File: config.mk
export PLATFORM = sky130hd
export DESIGN_NAME = inst_fetch_unit
export DESIGN_NICKNAME = d
export VERILOG_FILES = /design/src/rtl/inst_fetch_unit.sv
export SDC_FILE = /design/constraint.sdc
export NUM_CORES = 1
export LEC_CHECK = 0
export ABC_AREA = 0
export BUFFER_PORTS_ARGS = -buffer_cell sky130_fd_sc_hd__buf_2
export CAP_MARGIN = 20
export CORE_MARGIN = 1.5
export CORE_UTILIZATION = 53
export CTS_CLUSTER_DIAMETER = 80
export DETAILED_ROUTE_END_ITERATION = 7
export PLACE_DENSITY = 0.86
export SLEW_MARGIN = 20
export SYNTH_ARGS = -nofsm -noshare
export SYNTH_HDL_FRONTEND = slang
export SYNTH_SLANG_ARGS = --single-unit
File: constraint.sdc
create_clock -name clk -period 4.51 [get_ports clk]
set_input_delay 0.451 -clock clk [delete_from_list [all_inputs] [get_ports clk]]
set_output_delay 0.451 -clock clk [all_outputs]
set_load 0.02 [all_outputs]
File: src/rtl/inst_fetch_unit.sv
// Instruction fetch stage: owns the PC, issues one imem request at a time and
// hands {inst, inst_pc} to the decoder, squashing wrong-path responses on redirect.
module inst_fetch_unit #(
    parameter int                 ADDR_W   = 32,
    parameter logic [ADDR_W-1:0]  RESET_PC = '0,
    parameter int                 PC_INC   = 4
) (
    input  logic              clk,
    input  logic              rst,
    output logic              imem_req,
    output logic [ADDR_W-1:0] imem_addr,
    input  logic              imem_gnt,
    input  logic              imem_rvalid,
    input  logic [31:0]       imem_rdata,
    output logic [31:0]       inst,
    output logic [ADDR_W-1:0] inst_pc,
    output logic              inst_valid,
    input  logic              dec_ready,
    input  logic              redirect_valid,
    input  logic [ADDR_W-1:0] redirect_pc,
    output logic              align_err,
    output logic [15:0]       fetch_cnt
);

    typedef enum logic [1:0] {
        FETCH,
        WAIT,
        HOLD
    } state_t;

    state_t            state;
    logic [ADDR_W-1:0] pc;
    logic              drop;
    logic [ADDR_W-1:0] target;

    assign target     = {redirect_pc[ADDR_W-1:2], 2'b00};
    assign imem_req   = (state == FETCH);
    assign imem_addr  = pc;
    assign inst_valid = (state == HOLD);

    // NOTE: every register below is assigned with <= so all of them see the
    // pre-edge values of state/pc/drop regardless of statement order.
    always_ff @(posedge clk) begin
        if (rst) begin
            state     <= FETCH;
            pc        <= RESET_PC;
            drop      <= 1'b0;
            inst      <= '0;
            inst_pc   <= '0;
            align_err <= 1'b0;
            fetch_cnt <= '0;
        end else if (redirect_valid) begin
            pc        <= target;
            align_err <= align_err | (|redirect_pc[1:0]);
            // A request already granted for the old path must have its response squashed.
            case (state)
                FETCH: begin
                    if (imem_gnt) begin
                        state <= WAIT;
                        drop  <= 1'b1;
                    end
                end
                WAIT: begin
                    if (imem_rvalid) begin
                        state <= FETCH;
                        drop  <= 1'b0;
                    end else begin
                        drop  <= 1'b1;
                    end
                end
                HOLD:    state <= FETCH;
                default: state <= FETCH;
            endcase
        end else begin
            case (state)
                FETCH: begin
                    if (imem_gnt) state <= WAIT;
                end
                WAIT: begin
                    if (imem_rvalid) begin
                        if (drop) begin
                            drop  <= 1'b0;
                            state <= FETCH;
                        end else begin
                            inst    <= imem_rdata;
                            inst_pc <= pc;
                            pc      <= pc + ADDR_W'(PC_INC);
                            state   <= HOLD;
                        end
                    end
                end
                HOLD: begin
                    if (dec_ready) begin
                        fetch_cnt <= fetch_cnt + 16'd1;
                        state     <= FETCH;
                    end
                end
                default: state <= FETCH;
            endcase
        end
    end

endmodule

==> results of run 1 <==
[through the flow]
| stage | cells | power [W] |
|---|---|---|
| 5_1_grt | 867 | 0.00196 |
| 2_1_floorplan | 611 | 0.00121 |
| 3_5_place_dp | 851 | 0.00129 |
| 3_3_place_gp | 851 | 0.00128 |
| 6_report | 867 | 0.00189 |
| 4_1_cts | 867 | 0.00190 |
[per-layer routing]
metal | global-route usage | up-vias | part of all wire
li1 | - | 2408 | -
met1 | 0.322 | 2256 | 0.43
met2 | 0.410 | 159 | 0.49
met3 | 0.0411 | 27 | 0.059
met4 | 0.0967 | 0 | 0.024
met5 | 0 | - | 0
[placed cells by master (no fill, tap or decap), types with 2 or more instances in the layout]
cell and n:
and3_1 4, a21oi_1 74, xor2_1 14, and4_1 6, nand3_1 21, or4_1 10, dfxtp_1 112, buf_4 2
nor4_1 6, o31a_1 3, conb_1 4, a311oi_1 14, xnor2_1 4, nand2_1 146, or3_1 8, nor2_1 43
inv_1 9, buf_2 179, and2_1 4, nor3_1 7, nor2b_1 3, clkbuf_8 10, o31ai_1 10, nand4_1 14
clkinvlp_4 2, ha_1 2, a311o_1 3, o21ai_0 10, a211oi_1 10, mux2_2 2
[kinds of logic after synthesis]
kind of cell             Yosys count
AO/OA/AOI/OAI                    131
AND/OR/NAND/NOR                  281
other                              1
multiplexers                       3
buffers and inverters             60
adder cells (fa/ha/maj)            2
flip-flops                       112
XOR/XNOR                          18
[worst max-delay path, delay by kind of cell (launching register included)]
kind / cells / cell delay, ns
AO/OA/AOI/OAI: 1 / 0.25
flip-flops: 1 / 0.47
AND/OR/NAND/NOR: 3 / 1.69
[cells in the mapped netlist, drive strengths merged (10+ instances only)]
cell / number
o21ai: 10
or4: 10
buf: 20
nor2: 44
a21oi: 74
nand3: 21
a311oi: 14
xor2: 14
nand4: 15
nand2: 147
o31ai: 10
dfxtp: 112
a211oi: 10
clkbuf: 30
[power by group through the flow]
stage | combinational [W] | clock (W) | sequential (W)
after floorplan | 0.000100 | 0 | 0.00111
after global placement | 0.000203 | 0 | 0.00108
after detailed placement | 0.000208 | 0 | 0.00108
after CTS | 0.000209 | 0.000629 | 0.00106
after global routing | 0.000227 | 0.000667 | 0.00107
final | 0.000208 | 0.000620 | 0.00106
[sequential cells by signal, summed over array words and instances (netlist names)]
| register | flops |
|---|---|
| drop | 1 |
| state | 2 |
| imem_addr | 30 |
| inst_pc | 30 |
| inst | 32 |
| align_err | 1 |
| fetch_cnt | 16 |
[worst max path at each step]
stage,end,cells past startpoint,slack (ns)
global placement,inst_pc[30],5,2.06
detailed placement,inst[2],5,1.95
floorplan,imem_addr[27],6,2.64
global route,imem_addr[20],4,1.79
finish,imem_addr[18],4,2.00
CTS,inst_pc[25],4,2.01
[final cells by class]
class | instances | share of cell area
Multi-Input combinational cell | 439 | 0.401
Sequential cell | 112 | 0.379
Timing Repair Buffer | 182 | 0.156
Clock buffer | 11 | 0.0239
Tap cell | 108 | 0.0229
Clock inverter | 5 | 0.0110
Inverter | 10 | 0.00635
==> results.ini, run 1 <==
[place]
io_buffers=180
place_congestion=0.817
dpl_cell_area_um2=5700
place.detailed.hpwl_um=8620
dp_slack_ns=1.95

[clock_tree]
cts_tree=built
htree_levels=3
cts_hold_buf=0
clk_latency_ns=0.36
cts_resized=0
cts_buffer_depth=2
cts_setup_buffers=0
clk_pin_slew_ns=0.11
cts-root-buf=clkbuf_8
cts.sinks=112
cts_buffers=9

[flow_run]
maxCapViolCount=0

[logic_synthesis]
synth_mux_area_frac=0.00671
syn_area_per_cell_um2=7.97
yosysTopAreaCell=dfxtp_1
ys.flop_type=dfxtp_1
netlist_instances=608
synth_top_family_by_area=simple AND/OR/NAND/NOR gates
synthDistinctLibCells=46
syn-cell-area_um2=4850
synth-compound-area-share=0.168
synthAdderAreaFrac=0.00516
ys_warn_count=0
synth_xor_area_frac=0.0325
ys_ff_latch=112
ys_seq_area_frac=0.462
synth_top_area_frac=0.462
synth-edff-count=0
async_flop_share=0
synth_area_leaders=dfxtp_1 (46%), nand2_1 (11%), a21oi_1 (7.6%)
synth-simple-area-share=0.270

[detailed_routing]
drtPass1Iterations=7
vias_per_cell=5.59
ant_nets=0
drtIter0Drc=285
wirelength_um=12400
drc=12
wire_per_inst_um=14.3
vias=4850

[sta]
skew_ns=0.0111
hold_viol_final=0
slew_violations=0
layout_min_cycle_time_ns=2.51
tightest_slew_ns=0.839
rsz0062_at_grt=false
relSlewSlack=0.441
finalSetupViolations=0
fin_setup_tns_ns=0
final.setup.worst_slack_ns=2.00
post-route-period-util=0.556
max_freq_mhz=399
fin_hold_ws_ns=0.313

[pwr]
p_int_w=0.00138
pwr-share-seq=0.562
swShare=0.272
leakage_nw=2.46
power_density_nw_per_um2=320
p_sw_w=0.000515
peakVddDrop_mv=0.192
pwr-share-comb=0.110
clkPwrFrac=0.328

[grt]
antenna_found_initial=0
grt_overflow=0
grt_start_max_net_pins=117
grt_pass1_wl_um=19900
grt_use_total=0.247
grt_pass1_vias=4362

[floorplanning]
core_area_um2=8810
die_h_um=98.6
rows=34
start_util=0.551
die_w_um=98.6
io_pins=185
die_area_um2=9730

[setup_path]
worstPathRequired_ns=4.78
timing.rr.end=imem_addr[18]
r2r_cells=4
critPathMaxStageDelay_ns=0.69
cp_cell_sequence=and4bb_1 -> nand2_1 -> or4_1 -> a311oi_1
crit_fanout=17
worstSetupStartpointType=flop
crit_start=state[0]
reg2reg_setup_slack_ns=2.00
end_kind=flop
reg2reg_from=state[0]
cp.arrival_ns=2.78
critPathSlowestCell=and4bb_1
worstSetupPathType=flop to flop

[min_path]
min_to=inst[5]
hold_start=imem_rdata[5]
min_delay_path_depth=3
hp-class=input port to flop

[finish]
stdcell_area_um2=5910
fin_util=0.671
fin_nets=826
area.sequential_um2=2240
syn2layout_area_growth_pct=21.9
final_layout_size_suffix_gt1_frac=0.267
n_fill_cell=742
multi_input_area_um2=2370
diodes=0

[run_status]
status=complete, but fails checks
failed_checks=design-rule violations

Power figures use the tool's default switching activity.
==> run 2, diff against run 1 <==
--- a/config.mk
+++ b/config.mk
@@ -9,10 +9,10 @@
 export BUFFER_PORTS_ARGS = -buffer_cell sky130_fd_sc_hd__buf_2
 export CAP_MARGIN = 20
 export CORE_MARGIN = 1.5
-export CORE_UTILIZATION = 53
+export CORE_UTILIZATION = 44
 export CTS_CLUSTER_DIAMETER = 80
 export DETAILED_ROUTE_END_ITERATION = 7
-export PLACE_DENSITY = 0.86
+export PLACE_DENSITY = 0.76
 export SLEW_MARGIN = 20
 export SYNTH_ARGS = -nofsm -noshare
 export SYNTH_HDL_FRONTEND = slang
==> constraint.sdc (replaced) <==
create_clock -name clk -period 2.3 [get_ports clk]
set_input_delay 0.23 -clock clk [delete_from_list [all_inputs] [get_ports clk]]
set_output_delay 0.23 -clock clk [all_outputs]
set_load 0.02 [all_outputs]
==> run 2 against run 1 <==
Effect of this change: the run now ends clean; highest routed layer unchanged; first-iteration DRC count is 14% higher; via count decreased by 0.10%; die area rose by 20%; critical endpoint unchanged; fmax rose by 19%; global-route usage fell by 2.6 points; sequential power increased by 96%; cell count is 4.7% higher; setup slack got worse by 1.8 ns.
==> results.ini, run 2 (same netlist as run 1, synthesis figures left out) <==
[sta]
fin_hold_ws_ns=0.0814  ; was 0.313 ns
finalSetupViolations=0  ; unchanged
rsz0062_at_grt=false  ; unchanged
tightest_slew_ns=0.524  ; was 0.839 ns
relSlewSlack=0.650  ; was 0.441
hold_viol_final=0  ; unchanged
skew_ns=0.00879  ; was 0.0111 ns
slew_violations=0  ; unchanged
final.setup.worst_slack_ns=0.201  ; was 2.00 ns
fin_setup_tns_ns=0  ; unchanged
post-route-period-util=0.913  ; was 0.556
layout_min_cycle_time_ns=2.10  ; was 2.51 ns
max_freq_mhz=476  ; was 399 MHz

[detailed_routing]
drtIter0Drc=325  ; was 285
wirelength_um=13100  ; was 12400 µm
drc=0  ; was 12
wire_per_inst_um=14.4  ; was 14.3 µm
drtPass1Iterations=4  ; was 7
vias=4845  ; was 4850
ant_nets=0  ; unchanged
vias_per_cell=5.34  ; was 5.59

[finish]
final_cell_mix=buf_2 (179), nand2_1 (146), dfxtp_1 (112)  ; unchanged
fin_nets=834  ; was 826
fin_util=0.560  ; was 0.671
area.sequential_um2=2240  ; unchanged
multi_input_area_um2=2360  ; was 2370 µm²
largest_reg_flops=32  ; unchanged
final_layout_size_suffix_gt1_frac=0.275  ; was 0.267
syn2layout_area_growth_pct=24.6  ; was 21.9%
final_common_cell=buf_2  ; unchanged
regMostFlops=inst  ; unchanged
n_fill_cell=1013  ; was 742

[place]
io_buffers=180  ; unchanged
place_congestion=0.923  ; was 0.817
dp_slack_ns=0.224  ; was 1.95 ns
place.detailed.hpwl_um=9270  ; was 8620 µm

[clock_tree]
cts_hold_buf=0  ; unchanged
cts.sinks=112  ; unchanged
cts_resized=0  ; unchanged
clk_latency_ns=0.37  ; was 0.36 ns
clk_pin_slew_ns=0.10  ; was 0.11 ns
cts_tree=built  ; unchanged
cts_buffer_depth=2  ; unchanged
cts_buffers=9  ; unchanged
cts_setup_buffers=0  ; unchanged
cts-root-buf=clkbuf_8  ; unchanged
htree_levels=3  ; unchanged

[setup_path]
end_kind=flop  ; unchanged
worstPathRequired_ns=2.59  ; was 4.78 ns
worstSetupPathType=flop to flop  ; unchanged
crit_fanout=13  ; was 17
critPathBufInv=0  ; unchanged
critPathMaxStageDelay_ns=0.50  ; was 0.69 ns
critPathSlowestCell=or4_1  ; was and4bb_1
crit_family=simple AND/OR/NAND/NOR gates  ; unchanged
cp.arrival_ns=2.39  ; was 2.78 ns
worstSetupStartpointType=flop  ; unchanged
cp_cell_sequence=and4bb_1 -> nand2_1 -> or4_1 -> a311oi_1  ; unchanged

[floorplanning]
die_h_um=108  ; was 98.6 µm
die_w_um=108  ; was 98.6 µm
core_area_um2=10800  ; was 8810 µm²
start_util=0.449  ; was 0.551
rows=38  ; was 34
io_pins=185  ; unchanged
die_area_um2=11700  ; was 9730 µm²

[grt]
grt_start_max_net_pins=55  ; was 117
grt_pass1_vias=4327  ; was 4362
antenna_found_initial=1  ; was 0
grt_pass1_wl_um=20700  ; was 19900 µm
grt_use_total=0.221  ; was 0.247
grt_overflow=0  ; unchanged

[pwr]
p_total_w=0.00383  ; was 0.00189 W
leakage_nw=2.50  ; was 2.46 nW
peakVddDrop_mv=0.252  ; was 0.192 mV
power_density_nw_per_um2=634  ; was 320 nW/µm²

[run_status]
status=finished, final reports clean  ; was complete, but fails checks

[min_path]
hp-class=input port to flop  ; unchanged

[flow_run]
maxCapViolCount=0  ; unchanged

[run 2: final cells by class]
cell class	count	share of cell area
Antenna cell	1	0.000414
Inverter	10	0.00621
Timing Repair Buffer	190	0.164
Clock inverter	4	0.0126
Clock buffer	12	0.0257
Multi-Input combinational cell	439	0.391
Tap cell	140	0.0290
Sequential cell	112	0.371
[run 2: worst register-to-register path: cells and delay by family (launching register included)]
kind | cells | cell delay (ns)
AND/OR/NAND/NOR | 3 | 1.31
flip-flops | 1 | 0.47
AO/OA/AOI/OAI | 1 | 0.25
[run 2: per-layer routing]
metal / vias to the layer above / wire length [µm] / GRT usage / part of all wire
li1: 2424 / - / - / -
met1: 2260 / 5720 / 0.287 / 0.44
met2: 135 / 6350 / 0.356 / 0.48
met3: 26 / 705 / 0.0416 / 0.054
met4: 0 / 329 / 0.102 / 0.025
met5: - / 0 / 0 / 0
[run 2: worst paths after layout]
| check | end | slack, ns | from | depth (start not counted) |
|---|---|---|---|---|
| max reg2reg | imem_addr[18] | 0.20 | state[0] | 4 |
| max | imem_addr[18] | 0.20 | state[0] | 4 |
| min | inst[20] | 0.08 | imem_rdata[20] | 3 |
| min reg2reg | align_err | 0.45 | align_err | 2 |
[run 2: report_power, final]
part / switching [W] / internal [W]
Sequential: 0.0000753 / 0.00200
Combinational: 0.000266 / 0.000159
Clock: 0.000653 / 0.000676
[run 2: stage by stage]
stage | instances | instance area (µm²)
after floorplan | 611 | 4860
after global placement | 891 | 5810
after detailed placement | 891 | 5810
after CTS | 907 | 6040
after global routing | 908 | 6040
final | 908 | 6040
==> run 3, diff against run 2 <==
--- a/config.mk
+++ b/config.mk
@@ -9,10 +9,10 @@
 export BUFFER_PORTS_ARGS = -buffer_cell sky130_fd_sc_hd__buf_2
 export CAP_MARGIN = 20
 export CORE_MARGIN = 1.5
-export CORE_UTILIZATION = 44
+export CORE_UTILIZATION = 40
 export CTS_CLUSTER_DIAMETER = 80
 export DETAILED_ROUTE_END_ITERATION = 7
-export PLACE_DENSITY = 0.76
+export PLACE_DENSITY = 0.7
 export SLEW_MARGIN = 20
 export SYNTH_ARGS = -nofsm -noshare
 export SYNTH_HDL_FRONTEND = slang
==> run 3 against run 2 <==
Effect of this change: combinational power up 2%; die area up 9.7%; clock power increased by 20%; utilization fell by 4.4 points; fmax increased by 0.73%; critical path depth unchanged; largest cell class unchanged; largest power group unchanged; highest routed layer unchanged.
==> results.ini, run 3 (same netlist as run 1, synthesis figures left out) <==
[floorplanning]
die_h_um=113  ; was 108 µm
die_w_um=113  ; was 108 µm
io_pins=185  ; unchanged
core_area_um2=11900  ; was 10800 µm²
rows=40  ; was 38
start_util=0.407  ; was 0.449
die_area_um2=12800  ; was 11700 µm²

[detailed_routing]
wire_per_inst_um=14.5  ; was 14.4 µm
drtPass1Iterations=5  ; was 4
drc=0  ; unchanged
wirelength_um=13300  ; was 13100 µm
drtIter0Drc=240  ; was 325
ant_nets=0  ; unchanged
vias=4838  ; was 4845
vias_per_cell=5.28  ; was 5.34

[clock_tree]
cts_hold_buf=0  ; unchanged
htree_levels=3  ; unchanged
cts_setup_buffers=0  ; unchanged
cts_resized=0  ; unchanged
cts.sinks=112  ; unchanged
cts_buffer_depth=2  ; unchanged
cts_tree=built  ; unchanged
clk_pin_slew_ns=0.07  ; was 0.10 ns
clk_latency_ns=0.35  ; was 0.37 ns
cts_buffers=9  ; unchanged
cts-root-buf=clkbuf_16  ; was clkbuf_8

[pwr]
leakage_nw=2.56  ; was 2.50 nW
p_sw_w=0.00103  ; was 0.000995 W
pwr-share-comb=0.106  ; was 0.111
power_density_nw_per_um2=666  ; was 634 nW/µm²
p_int_w=0.00307  ; was 0.00284 W
peakVddDrop_mv=0.423  ; was 0.252 mV
clkPwrFrac=0.388  ; was 0.347
pwr-share-seq=0.506  ; was 0.542
swShare=0.251  ; was 0.260

[place]
place.detailed.hpwl_um=9510  ; was 9270 µm
dp_slack_ns=0.251  ; was 0.224 ns
io_buffers=180  ; unchanged
place_congestion=0.885  ; was 0.923

[setup_path]
cp_cell_sequence=and4bb_1 -> nand2_1 -> or4_1 -> a311oi_1  ; unchanged
critPathBufInv=0  ; unchanged
worstSetupPathType=flop to flop  ; unchanged
critPathMaxStageDelay_ns=0.55  ; was 0.50 ns
crit_fanout=13  ; unchanged
critPathSlowestCell=and4bb_1  ; was or4_1
worstSetupStartpointType=flop  ; unchanged
reg2reg_setup_slack_ns=0.22  ; was 0.20 ns
r2r_cells=4  ; unchanged
cp.arrival_ns=2.34  ; was 2.39 ns
end_kind=flop  ; unchanged
worstPathRequired_ns=2.56  ; was 2.59 ns
crit_family=simple AND/OR/NAND/NOR gates  ; unchanged
reg2reg_from=state[1]  ; was state[0]
timing.rr.end=imem_addr[18]  ; unchanged

[min_path]
min_delay_path_depth=3  ; unchanged
hp-class=input port to flop  ; unchanged
min_to=inst[0]  ; was inst[20]
hold_start=imem_rdata[0]  ; was imem_rdata[20]

[finish]
syn2layout_area_growth_pct=26.8  ; was 24.6%
diodes=0  ; was 1
multi_input_area_um2=2360  ; unchanged
final_common_cell=buf_2  ; unchanged
n_fill_cell=1198  ; was 1013
final_layout_size_suffix_gt1_frac=0.276  ; was 0.275
fin_nets=836  ; was 834
largest_reg_flops=32  ; unchanged
final_cell_mix=buf_2 (179), nand2_1 (146), dfxtp_1 (112)  ; unchanged
regMostFlops=inst  ; unchanged
area.sequential_um2=2240  ; unchanged

[grt]
antenna_found_initial=0  ; was 1
grt_use_total=0.209  ; was 0.221
grt_pass1_wl_um=21600  ; was 20700 µm
grt_overflow=0  ; unchanged
grt_start_max_net_pins=51  ; was 55
grt_pass1_vias=4467  ; was 4327

[sta]
hold_viol_final=0  ; unchanged
max_freq_mhz=480  ; was 476 MHz
tightest_slew_ns=0.505  ; was 0.524 ns
layout_min_cycle_time_ns=2.08  ; was 2.10 ns
final.setup.worst_slack_ns=0.216  ; was 0.201 ns
fin_setup_tns_ns=0  ; unchanged
finalSetupViolations=0  ; unchanged
skew_ns=0.00673  ; was 0.00879 ns
slew_violations=0  ; unchanged
relSlewSlack=0.663  ; was 0.650
fin_hold_ws_ns=0.112  ; was 0.0814 ns
post-route-period-util=0.906  ; was 0.913
rsz0062_at_grt=false  ; unchanged

[run_status]
status=finished, final reports clean  ; unchanged

[flow_run]
maxCapViolCount=0  ; unchanged

==> run 3: worst register-to-register path: stages (launching register included) <==
cell and delay [ns]:
dfxtp_1 0.36, and4bb_1 0.56, nand2_1 0.36, or4_1 0.49
a311oi_1 0.25
==> run 3: worst max path at each step <==
| stage | startpoint | to | slack [ns] | cells past startpoint |
|---|---|---|---|---|
| after floorplan | imem_addr[4] | imem_addr[27] | 0.43 | 6 |
| after global placement | state[1] | imem_addr[22] | 0.26 | 4 |
| after detailed placement | state[1] | imem_addr[18] | 0.25 | 4 |
| after CTS | state[1] | imem_addr[18] | 0.23 | 4 |
| after global routing | state[1] | imem_addr[18] | 0.02 | 4 |
| final | state[1] | imem_addr[18] | 0.22 | 4 |
==> run 3: stage by stage <==
step / total power [W] / utilization / instances / cell area [µm²]
final: 0.00410 / 0.516 / 916 / 6150
after global routing: 0.00427 / 0.516 / 916 / 6150
after detailed placement: 0.00255 / 0.491 / 900 / 5850
after global placement: 0.00254 / 0.491 / 900 / 5850
after floorplan: 0.00237 / - / 611 / 4860
after CTS: 0.00415 / 0.516 / 916 / 6150
==> run 3: cell type report <==
class	instances	share of cell area
clock buffer	13	0.0423
clock inverter	3	0.00651
inverter	10	0.00611
multi-input combinational	439	0.385
sequential	112	0.365
tap	147	0.0299
timing repair buffer	192	0.166
==> run 3: power by group through the flow <==
stage | clock (W) | sequential, W | combinational [W]
2_1_floorplan | 0 | 0.00217 | 0.000197
3_3_place_gp | 0 | 0.00211 | 0.000429
3_5_place_dp | 0 | 0.00212 | 0.000433
4_1_cts | 0.00164 | 0.00207 | 0.000435
5_1_grt | 0.00171 | 0.00208 | 0.000474
6_report | 0.00159 | 0.00207 | 0.000433
==> run 3: metal layers <==
| layer | GRT usage | part of all wire | vias to the layer above | wire length [µm] |
|---|---|---|---|---|
| li1 | - | - | 2428 | - |
| met1 | 0.265 | 0.44 | 2247 | 5790 |
| met2 | 0.336 | 0.48 | 138 | 6390 |
| met3 | 0.0493 | 0.055 | 25 | 732 |
| met4 | 0.0992 | 0.027 | 0 | 363 |
| met5 | 0 | 0 | - | 0 |
